`config.mk`:
```
export PLATFORM = sky130hd
export DESIGN_NAME = sw_debouncer_flat
export DESIGN_NICKNAME = d
export VERILOG_FILES = /design/src/rtl/sw_debouncer_pkg.sv /design/src/rtl/sw_debouncer_if.sv /design/src/rtl/sw_debouncer_debounce_bit.sv /design/src/rtl/sw_debouncer.sv /design/src/flat_wrapper.sv
export SDC_FILE = /design/constraint.sdc
export NUM_CORES = 1
export LEC_CHECK = 0
export CAP_MARGIN = 20
export CORE_UTILIZATION = 25
export CTS_CLUSTER_DIAMETER = 80
export DETAILED_ROUTE_END_ITERATION = 8
export PLACE_DENSITY = 0.49
export SYNTH_ARGS = -nofsm -noshare
export SYNTH_HDL_FRONTEND = slang
export SYNTH_SLANG_ARGS = --single-unit
```
`constraint.sdc`:
```
create_clock -name clock -period 2.3 [get_ports clock]
set_input_delay 0.345 -clock clock [delete_from_list [all_inputs] [get_ports clock]]
set_output_delay 0.345 -clock clock [all_outputs]
set_load 0.01 [all_outputs]
```
`src/rtl/sw_debouncer_pkg.sv`:
```
// Shared defaults for the switch conditioning path: 10 ms debounce at 100 MHz
// and the synchroniser depth used by every channel.
package sw_debouncer_pkg;

    localparam int DEFAULT_NB_SW          = 4;
    localparam int DEFAULT_NB_DEBOUNCE    = 20;
    localparam int DEFAULT_DEBOUNCE_TICKS = 1_000_000;
    localparam int SYNC_DEPTH             = 2;

endpackage : sw_debouncer_pkg

```
`src/rtl/sw_debouncer_if.sv`:
```
// Pin-side and event-side signals of the switch debouncer.
// The debouncer takes the master view; the consuming control logic takes the slave view.
interface sw_debouncer_if #(
    parameter int NB_SW = 4
);

    logic [NB_SW-1:0] i_sw;
    logic [NB_SW-1:0] o_sw;
    logic [NB_SW-1:0] o_rise;
    logic [NB_SW-1:0] o_fall;
    logic             o_valid;

    modport master (input i_sw, output o_sw, o_rise, o_fall, o_valid);
    modport slave  (output i_sw, input o_sw, o_rise, o_fall, o_valid);

endinterface : sw_debouncer_if

```
`src/rtl/sw_debouncer_debounce_bit.sv`:
```
// One switch channel: synchroniser, stability counter, accepted level and
// registered one-cycle rise/fall pulses.
module debounce_bit
    import sw_debouncer_pkg::*;
#(
    parameter int NB_DEBOUNCE    = DEFAULT_NB_DEBOUNCE,
    parameter int DEBOUNCE_TICKS = DEFAULT_DEBOUNCE_TICKS
) (
    input  logic clock,
    input  logic i_reset,
    input  logic i_sw,
    output logic o_sw,
    output logic o_rise,
    output logic o_fall
);

    localparam logic [NB_DEBOUNCE-1:0] LAST_TICK = NB_DEBOUNCE'(DEBOUNCE_TICKS - 1);

    logic [SYNC_DEPTH-1:0]  sync;
    logic                   sync_out;
    logic [NB_DEBOUNCE-1:0] cnt;

    assign sync_out = sync[SYNC_DEPTH-1];

    // NOTE: state updates use non-blocking assignments so every register in this
    // block samples the pre-edge values; reset is synchronous, so it lives in the same block.
    always_ff @(posedge clock) begin
        if (!i_reset) begin
            sync   <= '0;
            cnt    <= '0;
            o_sw   <= 1'b0;
            o_rise <= 1'b0;
            o_fall <= 1'b0;
        end else begin
            sync   <= {sync[SYNC_DEPTH-2:0], i_sw};
            o_rise <= 1'b0;
            o_fall <= 1'b0;
            if (sync_out == o_sw) begin
                cnt <= '0;
            end else if (cnt == LAST_TICK) begin
                // New level persisted long enough: accept it and flag the edge together.
                o_sw   <= sync_out;
                cnt    <= '0;
                o_rise <= sync_out;
                o_fall <= ~sync_out;
            end else begin
                cnt <= cnt + 1'b1;
            end
        end
    end

endmodule : debounce_bit

```
`src/rtl/sw_debouncer.sv`:
```
// Conditions the raw board switches: one independent debounce channel per bit,
// plus a single event strobe whenever any channel changes level.
module sw_debouncer
    import sw_debouncer_pkg::*;
#(
    parameter int NB_SW          = DEFAULT_NB_SW,
    parameter int NB_DEBOUNCE    = DEFAULT_NB_DEBOUNCE,
    parameter int DEBOUNCE_TICKS = DEFAULT_DEBOUNCE_TICKS
) (
    input  logic           clock,
    input  logic           i_reset,
    sw_debouncer_if.master bus
);

    logic [NB_SW-1:0] sw_level;
    logic [NB_SW-1:0] sw_rise;
    logic [NB_SW-1:0] sw_fall;

    for (genvar k = 0; k < NB_SW; k++) begin : g_bit
        debounce_bit #(
            .NB_DEBOUNCE   (NB_DEBOUNCE),
            .DEBOUNCE_TICKS(DEBOUNCE_TICKS)
        ) u_bit (
            .clock (clock),
            .i_reset(i_reset),
            .i_sw  (bus.i_sw[k]),
            .o_sw  (sw_level[k]),
            .o_rise(sw_rise[k]),
            .o_fall(sw_fall[k])
        );
    end

    assign bus.o_sw    = sw_level;
    assign bus.o_rise  = sw_rise;
    assign bus.o_fall  = sw_fall;
    // Pulses are already registered, so the strobe stays a clean one-cycle pulse.
    assign bus.o_valid = |(sw_rise | sw_fall);

endmodule : sw_debouncer
```
`src/flat_wrapper.sv`:
```
// flat-port wrapper written by rule: the top's interface ports become plain ports
module sw_debouncer_flat import sw_debouncer_pkg::*;
#(
    parameter int NB_SW          = DEFAULT_NB_SW,
    parameter int NB_DEBOUNCE    = DEFAULT_NB_DEBOUNCE,
    parameter int DEBOUNCE_TICKS = DEFAULT_DEBOUNCE_TICKS
)
  (clock, i_reset, bus_i_sw, bus_o_sw, bus_o_rise, bus_o_fall, bus_o_valid);
  sw_debouncer_if #(.NB_SW(NB_SW)) bus_i ();
  input  logic clock;
  input  logic i_reset;
  input wire logic [$bits(bus_i.i_sw)-1:0] bus_i_sw;
  output wire logic [$bits(bus_i.o_sw)-1:0] bus_o_sw;
  output wire logic [$bits(bus_i.o_rise)-1:0] bus_o_rise;
  output wire logic [$bits(bus_i.o_fall)-1:0] bus_o_fall;
  output wire logic [$bits(bus_i.o_valid)-1:0] bus_o_valid;
  assign bus_i.i_sw = bus_i_sw;
  assign bus_o_sw = bus_i.o_sw;
  assign bus_o_rise = bus_i.o_rise;
  assign bus_o_fall = bus_i.o_fall;
  assign bus_o_valid = bus_i.o_valid;
  sw_debouncer #(.NB_SW(NB_SW), .NB_DEBOUNCE(NB_DEBOUNCE), .DEBOUNCE_TICKS(DEBOUNCE_TICKS)) u_core (.clock(clock), .i_reset(i_reset), .bus(bus_i));
endmodule
```
# [After elaboration in Yosys (flattened, before gate mapping)]
# Index checks and enable logic that the tools add are counted.
[op_classes] add_sub_neg=4 n_mul=0 n_div=0 order_cmp=0 n_eq_ne=8 n_shift=0 muxes=0 n_bitwise=14 n_reduce_logical=13
[ops] cell="adder 20 x 1 -> 20 bit, second input constant" count=4
[ops] cell="== test 20 bit, second input constant" count=4
[ops] cell="OR reduction 3 bit" count=8
[ops] cell="inverter 1 bit" count=13
[ops] cell="AND reduction 2 bit" count=4
[ops] cell="== test 1 bit" count=4
[ops] cell="bitwise OR 4 bit" count=1
[ops] cell="OR reduction 4 bit" count=1
[totals] ff_bits=100 latchBits=0 ram_bits=0 romBits=0 in_bits=6 output_inout_bits=13 word_cells=59 memories=0

# [Logic depth before layout (Yosys ltp)]
# Gate-level depths: netlist of the first run.
[logic_depth] word_depth=3 depth_mapped=6 ltp_nobuf=5

# [Hierarchy]
# From an unflattened synthesis of the first run, not the netlist that was laid out.
[unflattened] hier_cells=491 area_unflattened_um2=4355.4
[by_module_without_submodules] mod="debounce_bit" n_inst=4 cells_per_inst=122 area_each_um2=1084.8 seq_area_each_um2=500.5
[by_module_without_submodules] mod="sw_debouncer" n_inst=1 cells_per_inst=3 area_each_um2=16.3 seq_area_each_um2=0.0

# [Worst setup path after synthesis of the first run]
# OpenSTA, ideal clock, no wires.
[synth_timing] path_type="register to register" from="reg u_core.g_bit[0].u_bit.cnt[0]" to="reg u_core.g_bit[0].u_bit.cnt[18]" setup_time_ps=70 arrival_time_ps=1812 required_ps=2230 slack_ps=417 stages_incl_launch_ff=7 n_path_buf=1 synth_period_minus_slack_ps=1883 path_cell_list="dfxtp_1 > ha_1 > nand2_1 > or4_1 > clkbuf_1 > or4_1 > a21oi_1"
[synth_via] elab_chain_cells=2 word_cells_on_any_way=3 classes_between="1 x add/sub; 1 x eq/ne; 1 x reduce/logical"
[synth_lines] element="start: declaration" line="sw_debouncer_debounce_bit.sv:21" source="logic [NB_DEBOUNCE-1:0] cnt;"
[synth_lines] element="start signal: assignment" line="sw_debouncer_debounce_bit.sv:47" source="cnt <= cnt + 1'b1;"
[synth_lines] element="parallel branches: the longest is 2 deep, another holds adder 20 x 1 -> 20 bit"
# Several ways; the timed one is not identified.
# A chain may end at the register's enable or synchronous reset.

# [Final worst setup path of the first run]
# Same ends and word-level chain as after synthesis.

==> flow_summary_export.csv, run 1 <==
group,metric,value,unit
run_status,status,"complete, no violations",
critical_path,r2r_cells,5,
critical_path,cpMostUsedCell,"or4_1",
place,placed_cell_area,4670,µm²
synth,ys_ff_latch,100,
synth,synthAdderAreaFrac,0.0116,
synth,yosys.area_share.simple,0.292,
synth,synth_area,4330,µm²
clocking,cts_tree,"built",
grt,overflow,0,
clocking,ctsResizeCount,0,
synth,syn_avg_cell_area,8.68,µm²
clocking,htreeDepth,3,
floorplanning,die_x,134,µm
worst_hold_path,min_path_cells,1,
critical_path,r2r-start,"u_core.g_bit[0].u_bit.cnt[0]$_SDFF_PP0_",
clocking,clock_sinks,100,
route,drtIter0Drc,200,
power,p_total,3170,µW
finish,design_area,4950,µm²
floorplanning,start_util,0.258,
worst_hold_path,worstHoldStart,"u_core.g_bit[2].u_bit.sync[0]$_SDFF_PN0_",
synth,synth_xor_area_frac,0.0910,
power,ir_worst_vdd,314,µV
finish,nets,513,
grt,grt_max_degree,21,
synth,synthArstFlopShare,0,
synth,synth_top_family_by_area,"simple AND/OR/NAND/NOR gates",
route,wl_per_cell,11.5,µm
floorplanning,core,16800,µm²
clocking,cts_inserted_buffers,9,
sta,worstMarginPinSlew,374,ps
sta,fin_skew,3.74,ps
synth,synth_fp_nets,509,
worst_hold_path,hp-class,"flop to flop",
sta,setup_tns,0,ps
critical_path,reg2reg_slack,290,ps
critical_path,critPathSlowestCell,"or4_1",
route,drc,0,
synth,synth_cells,499,
critical_path,critical_path_class,"flop to flop",
clocking,clkTransAtPathRegs,70,ps
grt,grt_pass1_vias,3174,
floorplanning,die_area,17900,µm²
grt,grt_pass1_wl,14400,µm
floorplanning,die_y,134,µm
finish,seq_area,2000,µm²
sta,max_freq,496,MHz
finish,fillerInstances,1760,
sta,finalCritPeriodShare,0.876,
clocking,hold_buffers,0,
route,drt_wl_total,8380,µm
route,via_count,3362,
sta,rsz0062_at_grt,"false",
grt,antenna_found_initial,0,
power,p_clk_frac,0.437,
critical_path,r2r-end,"u_core.g_bit[0].u_bit.cnt[18]$_SDFF_PP0_",
finish,multi_input_area,2100,µm²
sta,maxSlewHeadroom,0.747,
power,p_switching,655,µW
place,place.gp.congestion,0.795,
critical_path,max_stage_delay,630,ps
clocking,postCtsSetupBuffers,0,
clocking,clock_path_buffers,2,
finish,antennaDiodeCount,0,
power,p_int,2520,µW
job,drv_cap,0,
floorplanning,io_pins,19,
sta,whs,435,ps
critical_path,required,2580,ps
place,portBuffers,18,
route,antenna_left,0,
sta,setup_viol,0,
sta,finalCriticalPeriod,2010,ps
critical_path,cp-end-kind,"flop",
synth,yosysWarnings,0,
critical_path,critPathLaunchType,"flop",
worst_hold_path,hold-path-endpoint,"u_core.g_bit[2].u_bit.sync[1]$_SDFF_PN0_",
critical_path,arrival,2290,ps
clocking,root_buffer,"clkbuf_16",
clocking,clk_latency,340,ps
power,share_comb_of_total_power,0.014,
power,p_sw_frac,0.206,
finish,area_delta_synth_final,14.2,%
synth,synth_edf_count,0,
route,vias_per_cell,4.62,
place,dp_hpwl,6000,µm
synth,muxShareOfSynthArea,0,
synth,yosysUniqueCellTypes,35,
synth,ys_seq_area_frac,0.462,
critical_path,worstPathMaxFanout,8,
power,pwr-share-seq,0.550,
finish,final_cell_mix,"dfxtp_1 (100), nor2_1 (60), a21oi_1 (31)",
finish,final_layout_size_suffix_gt1_frac,0.0512,
finish,layout_commonest_cell,"dfxtp_1",
floorplanning,rows,47,
synth,ys.flop_type,"dfxtp_1",
route,dr.pass1.iters,4,
power,power.leakage,0.00150,µW
sta,maxSlewViolCount,0,
synth,synth_compound_area_frac,0.0887,
power,power_density,642,nW/µm²
sta,finalHoldViolations,0,
grt,grt_util_all_layers,0.100,
critical_path,critical_path.cell_chain,"ha_1 > nand2_1 > or4_1 > or4_1 > a21oi_1",
## synthesized netlist by cell type (all sizes together) (3+ instances only)
cell type / instances / area (µm²)
dfxtp: 100 / 2000
nor2: 60 / 225
a21oi: 31 / 155
nand3: 31 / 160
xor2: 24 / 210
xnor2: 21 / 184
inv: 20 / 75.1
nand2: 20 / 75.1
or3: 20 / 128
and3: 18 / 114
clkbuf: 18 / 67.6
nand4: 18 / 113
o21ai: 18 / 90.1
or4: 15 / 113
o31ai: 14 / 105
and2: 13 / 81.3
buf: 13 / 95.1
nor4: 9 / 56.3
nor3: 8 / 40.0
nor2b: 5 / 31.3
and4: 4 / 35.0
ha: 4 / 50.1
nor4b: 3 / 26.3
o221ai: 3 / 26.3
## critical path: cells and delay by family (launching register included)
family / cells / cell delay [ps]
adder cells (fa/ha/maj): 1 / 240
flip-flops: 1 / 390
AO/OA/AOI/OAI: 1 / 150
AND/OR/NAND/NOR: 3 / 1170
## stage by stage
| step | worst slack [ps] | utilization | cells |
|---|---|---|---|
| floorplan | 417 | - | 499 |
| global placement | 332 | 0.279 | 712 |
| detailed placement | 297 | 0.279 | 712 |
| CTS | 273 | 0.295 | 728 |
| global route | 175 | 0.295 | 728 |
| finish | 285 | 0.295 | 728 |
## layout make-up
| type | instances | area share |
|---|---|---|
| clock buffer | 12 | 0.0498 |
| clock inverter | 4 | 0.00506 |
| inverter | 20 | 0.0152 |
| multi-input combinational | 348 | 0.424 |
| sequential | 100 | 0.405 |
| tap | 220 | 0.0557 |
| timing repair buffer | 24 | 0.0455 |
## per-layer routing
layer,routed length [µm],track usage
met1,4170,0.124
met5,0,0
met3,277,0.0297
met4,110,0.0410
met2,3820,0.162
## worst max path at each step
stage,end,startpoint,slack [ps]
CTS,u_core.g_bit[0].u_bit.cnt[18]$_SDFF_PP0_,u_core.g_bit[0].u_bit.cnt[0]$_SDFF_PP0_,270
floorplan,u_core.g_bit[0].u_bit.cnt[18]$_SDFF_PP0_,u_core.g_bit[0].u_bit.cnt[0]$_SDFF_PP0_,420
detailed placement,u_core.g_bit[0].u_bit.cnt[18]$_SDFF_PP0_,u_core.g_bit[0].u_bit.cnt[0]$_SDFF_PP0_,300
finish,u_core.g_bit[0].u_bit.cnt[18]$_SDFF_PP0_,u_core.g_bit[0].u_bit.cnt[0]$_SDFF_PP0_,290
global route,u_core.g_bit[0].u_bit.cnt[19]$_SDFF_PP0_,u_core.g_bit[0].u_bit.cnt[2]$_SDFF_PP0_,170
global placement,u_core.g_bit[0].u_bit.cnt[18]$_SDFF_PP0_,u_core.g_bit[0].u_bit.cnt[0]$_SDFF_PP0_,330
## power groups by stage
stage | Clock, µW | Combinational (µW) | Sequential, µW
floorplan | 0 | 23.4 | 1780
CTS | 1440 | 44.4 | 1740
detailed placement | 0 | 44.2 | 1780
global placement | 0 | 43.3 | 1780
finish | 1390 | 43.0 | 1740
global route | 1520 | 49.2 | 1740
## state kept, by name, summed over array words and instances, names as in the netlist
name                       flops
u_core.g_bit.u_bit.cnt        80
u_core.g_bit.u_bit.o_fall      4
u_core.g_bit.u_bit.o_rise      4
u_core.g_bit.u_bit.o_sw        4
u_core.g_bit.u_bit.sync        8
## cells by family (layout without fill, tap and decap cells)
logic type / after synthesis / after routing
AND/OR/NAND/NOR: 232 / 232
flip-flops: 100 / 100
AO/OA/AOI/OAI: 67 / 67
buffers and inverters: 51 / 60
XOR/XNOR: 45 / 45
adder cells (fa/ha/maj): 4 / 4
(Power assumes the default switching activity.)
==> run 2: changes to the inputs <==
--- a/config.mk
+++ b/config.mk
@@ -5,11 +5,12 @@
 export SDC_FILE = /design/constraint.sdc
 export NUM_CORES = 1
 export LEC_CHECK = 0
+export ABC_AREA = 1
 export CAP_MARGIN = 20
 export CORE_UTILIZATION = 25
-export CTS_CLUSTER_DIAMETER = 80
 export DETAILED_ROUTE_END_ITERATION = 8
-export PLACE_DENSITY = 0.49
+export GPL_TIMING_DRIVEN = 0
+export PLACE_DENSITY = 0.48
 export SYNTH_ARGS = -nofsm -noshare
 export SYNTH_HDL_FRONTEND = slang
 export SYNTH_SLANG_ARGS = --single-unit
==> run 2 against run 1 <==
  * Combinational power is 28% higher
  * Global-route usage is 1.6 points higher
  * Sequential share of layout area down 6.2 points
  * Clock skew grew 4.4 ps
  * Via count grew 26%
  * Critical endpoint is now bus_o_valid
  * Cell count rose by 41%
  * Non-clock buffer count is 13 higher
  * Largest cell class unchanged
  * Utilization up 0.14 points
==> flow_summary_export.csv, run 2 <==
group,metric,value,unit
power,power_density,541,nW/µm²
route,wl_per_cell,10.8,µm
sta,maxSlewHeadroom,0.552,
sta,setup_tns,0,ps
finish,utilization,0.296,
floorplanning,io_pins,19,
grt,overflow,0,
sta,worstMarginPinSlew,666,ps
synth,yosysUniqueCellTypes,33,
sta,rsz0062_at_grt,"false",
route,via_count,4236,
place,portBuffers,17,
place,dp_hpwl,8350,µm
synth,synth_fp_nets,743,
sta,max_freq,450,MHz
critical_path,worstPathMaxFanout,2,
sta,maxSlewViolCount,0,
run_status,status,"complete, no violations",
clocking,clock_path_buffers,2,
synth,synth_edf_count,0,
critical_path,critical_path.cell_chain,"nor4_1 > nand2_1 > clkdlybuf4s50_1",
grt,grt_pass1_wl,18900,µm
grt,grt_pass1_vias,3943,
power,ir_worst_vdd,301,µV
sta,setup_viol,0,
floorplanning,die_area,21000,µm²
clocking,hold_buffers,0,
finish,final_cell_mix,"nand2_1 (175), nor2_1 (153), dfxtp_1 (100)",
clocking,cts_tree,"built",
floorplanning,die_y,145,µm
grt,grt_max_degree,15,
clocking,htreeDepth,3,
sta,whs,290,ps
critical_path,max_stage_delay,600,ps
route,drtIter0Drc,254,
finish,seq_area,2000,µm²
clocking,clk_latency,350,ps
synth,synth_top_area_share,0.393,
finish,antennaDiodeCount,0,
place,post-place-ws,469,ps
finish,multi_input_area,2630,µm²
clocking,clock_sinks,100,
grt,grt_util_all_layers,0.116,
sta,fin_skew,8.17,ps
synth,yosysMostFrequentCell,"nand2_1",
synth,synth.top_cells.by_count,"nand2_1 (175), nor2_1 (153), dfxtp_1 (100)",
sta,fin_ws,76.3,ps
finish,nets,771,
route,dr.pass1.iters,7,
clocking,postCtsSetupBuffers,0,
route,antenna_left,0,
clocking,ctsResizeCount,0,
synth,ys_top_cells_by_area,"dfxtp_1 (39%), nand2_1 (13%), nor2_1 (11%)",
synth,ys.flop_type,"dfxtp_1",
power,power.leakage,0.00176,µW
synth,ys_seq_area_frac,0.393,
clocking,root_buffer,"clkbuf_16",
synth,yosysWarnings,0,
power,p_total,3160,µW
finish,final_layout_size_suffix_gt1_frac,0.111,
synth,synth_area,5100,µm²
critical_path,critPathLaunchType,"flop",
finish,top_register,"u_core.g_bit.u_bit.cnt",
finish,fillerInstances,2151,
synth,synth_cells,733,
worst_hold_path,hp-class,"input port to flop",
route,drt_wl_total,11100,µm
grt,antenna_found_initial,0,
critical_path,critPathSlowestCell,"nor4_1",
critical_path,required,1960,ps
place,place.gp.congestion,0.808,
synth,yosys.area.top_type,"dfxtp_1",
synth,syn_avg_cell_area,6.95,µm²
finish,largest_register_ffs,80,
floorplanning,rows,51,
floorplanning,die_x,145,µm
synth,ys_ff_latch,100,
finish,layout_commonest_cell,"nand2_1",
critical_path,cp-end-kind,"output pin",
floorplanning,start_util,0.259,
route,vias_per_cell,4.12,
sta,finalCritPeriodShare,0.967,
sta,finalCriticalPeriod,2220,ps
critical_path,arrival,1880,ps
finish,largestRegisters,"u_core.g_bit.u_bit.cnt x80, u_core.g_bit.u_bit.sync x8",
finish,area_delta_synth_final,14.7,%
route,drc,0,
clocking,clkTransAtPathRegs,70,ps
floorplanning,core,19700,µm²
synth,synthArstFlopShare,0,
sta,finalHoldViolations,0,
critical_path,critical_path_class,"flop to output pin",
clocking,cts_inserted_buffers,9,
job,drv_cap,0,
==> run 2: final cells by class <==
class	count	share of cell area
buffer	20	0.0291
sequential	100	0.342
multi-input combinational	535	0.450
timing repair buffer	17	0.0291
clock inverter	3	0.00300
tap	265	0.0567
inverter	78	0.0503
clock buffer	10	0.0392
==> run 2: per-stage QoR <==
step                      cells  instance area [µm²]
after CTS                  1028                 5850
final                      1028                 5850
after detailed placement   1015                 5600
after global routing       1028                 5850
after floorplan             733                 5100
after global placement     1015                 5600
==> run 2: critical path: cells and delay by family, from the launching register on <==
family | cells | cell delay, ps
buffers and inverters | 1 | 510
AND/OR/NAND/NOR | 2 | 700
flip-flops | 1 | 330
==> run 2: layer usage <==
metal / vias up / global-route usage / wire length (µm)
li1: 2340 / - / -
met1: 1841 / 0.152 / 5710
met2: 43 / 0.188 / 4940
met3: 12 / 0.0181 / 236
met4: 0 / 0.0515 / 208
met5: - / 0 / 0
==> run 2: report_power, final <==
group / switching, µW / internal (µW)
sequential: 5.25 / 1740
clock: 652 / 713
combinational: 33.8 / 21.3
total: 691 / 2470
==> run 2: worst paths after layout <==
path                                                          startpoint                                  endpoint  slack, ps  cells after the start
worst min-delay path                                             i_reset   u_core.g_bit[1].u_bit.o_sw$_SDFFE_PN0P_        290                      3
worst min register to register  u_core.g_bit[1].u_bit.sync[0]$_SDFF_PN0_  u_core.g_bit[1].u_bit.sync[1]$_SDFF_PN0_        410                      2
worst max register to register   u_core.g_bit[3].u_bit.cnt[0]$_SDFF_PP0_  u_core.g_bit[3].u_bit.cnt[12]$_SDFF_PP0_        640                      7
worst max-delay path             u_core.g_bit[2].u_bit.o_rise$_SDFF_PP0_                               bus_o_valid         80                      3
==> run 2: cells by family after synthesis <==
logic type,Yosys count,synth area share
xor gates and xnor gates,35,0.0601
DFF,100,0.393
AOI/OAI and AO/OA,47,0.0533
adders and majority gates,4,0.00982
and+or+nand+nor,449,0.393
buffers and inverters,98,0.0911
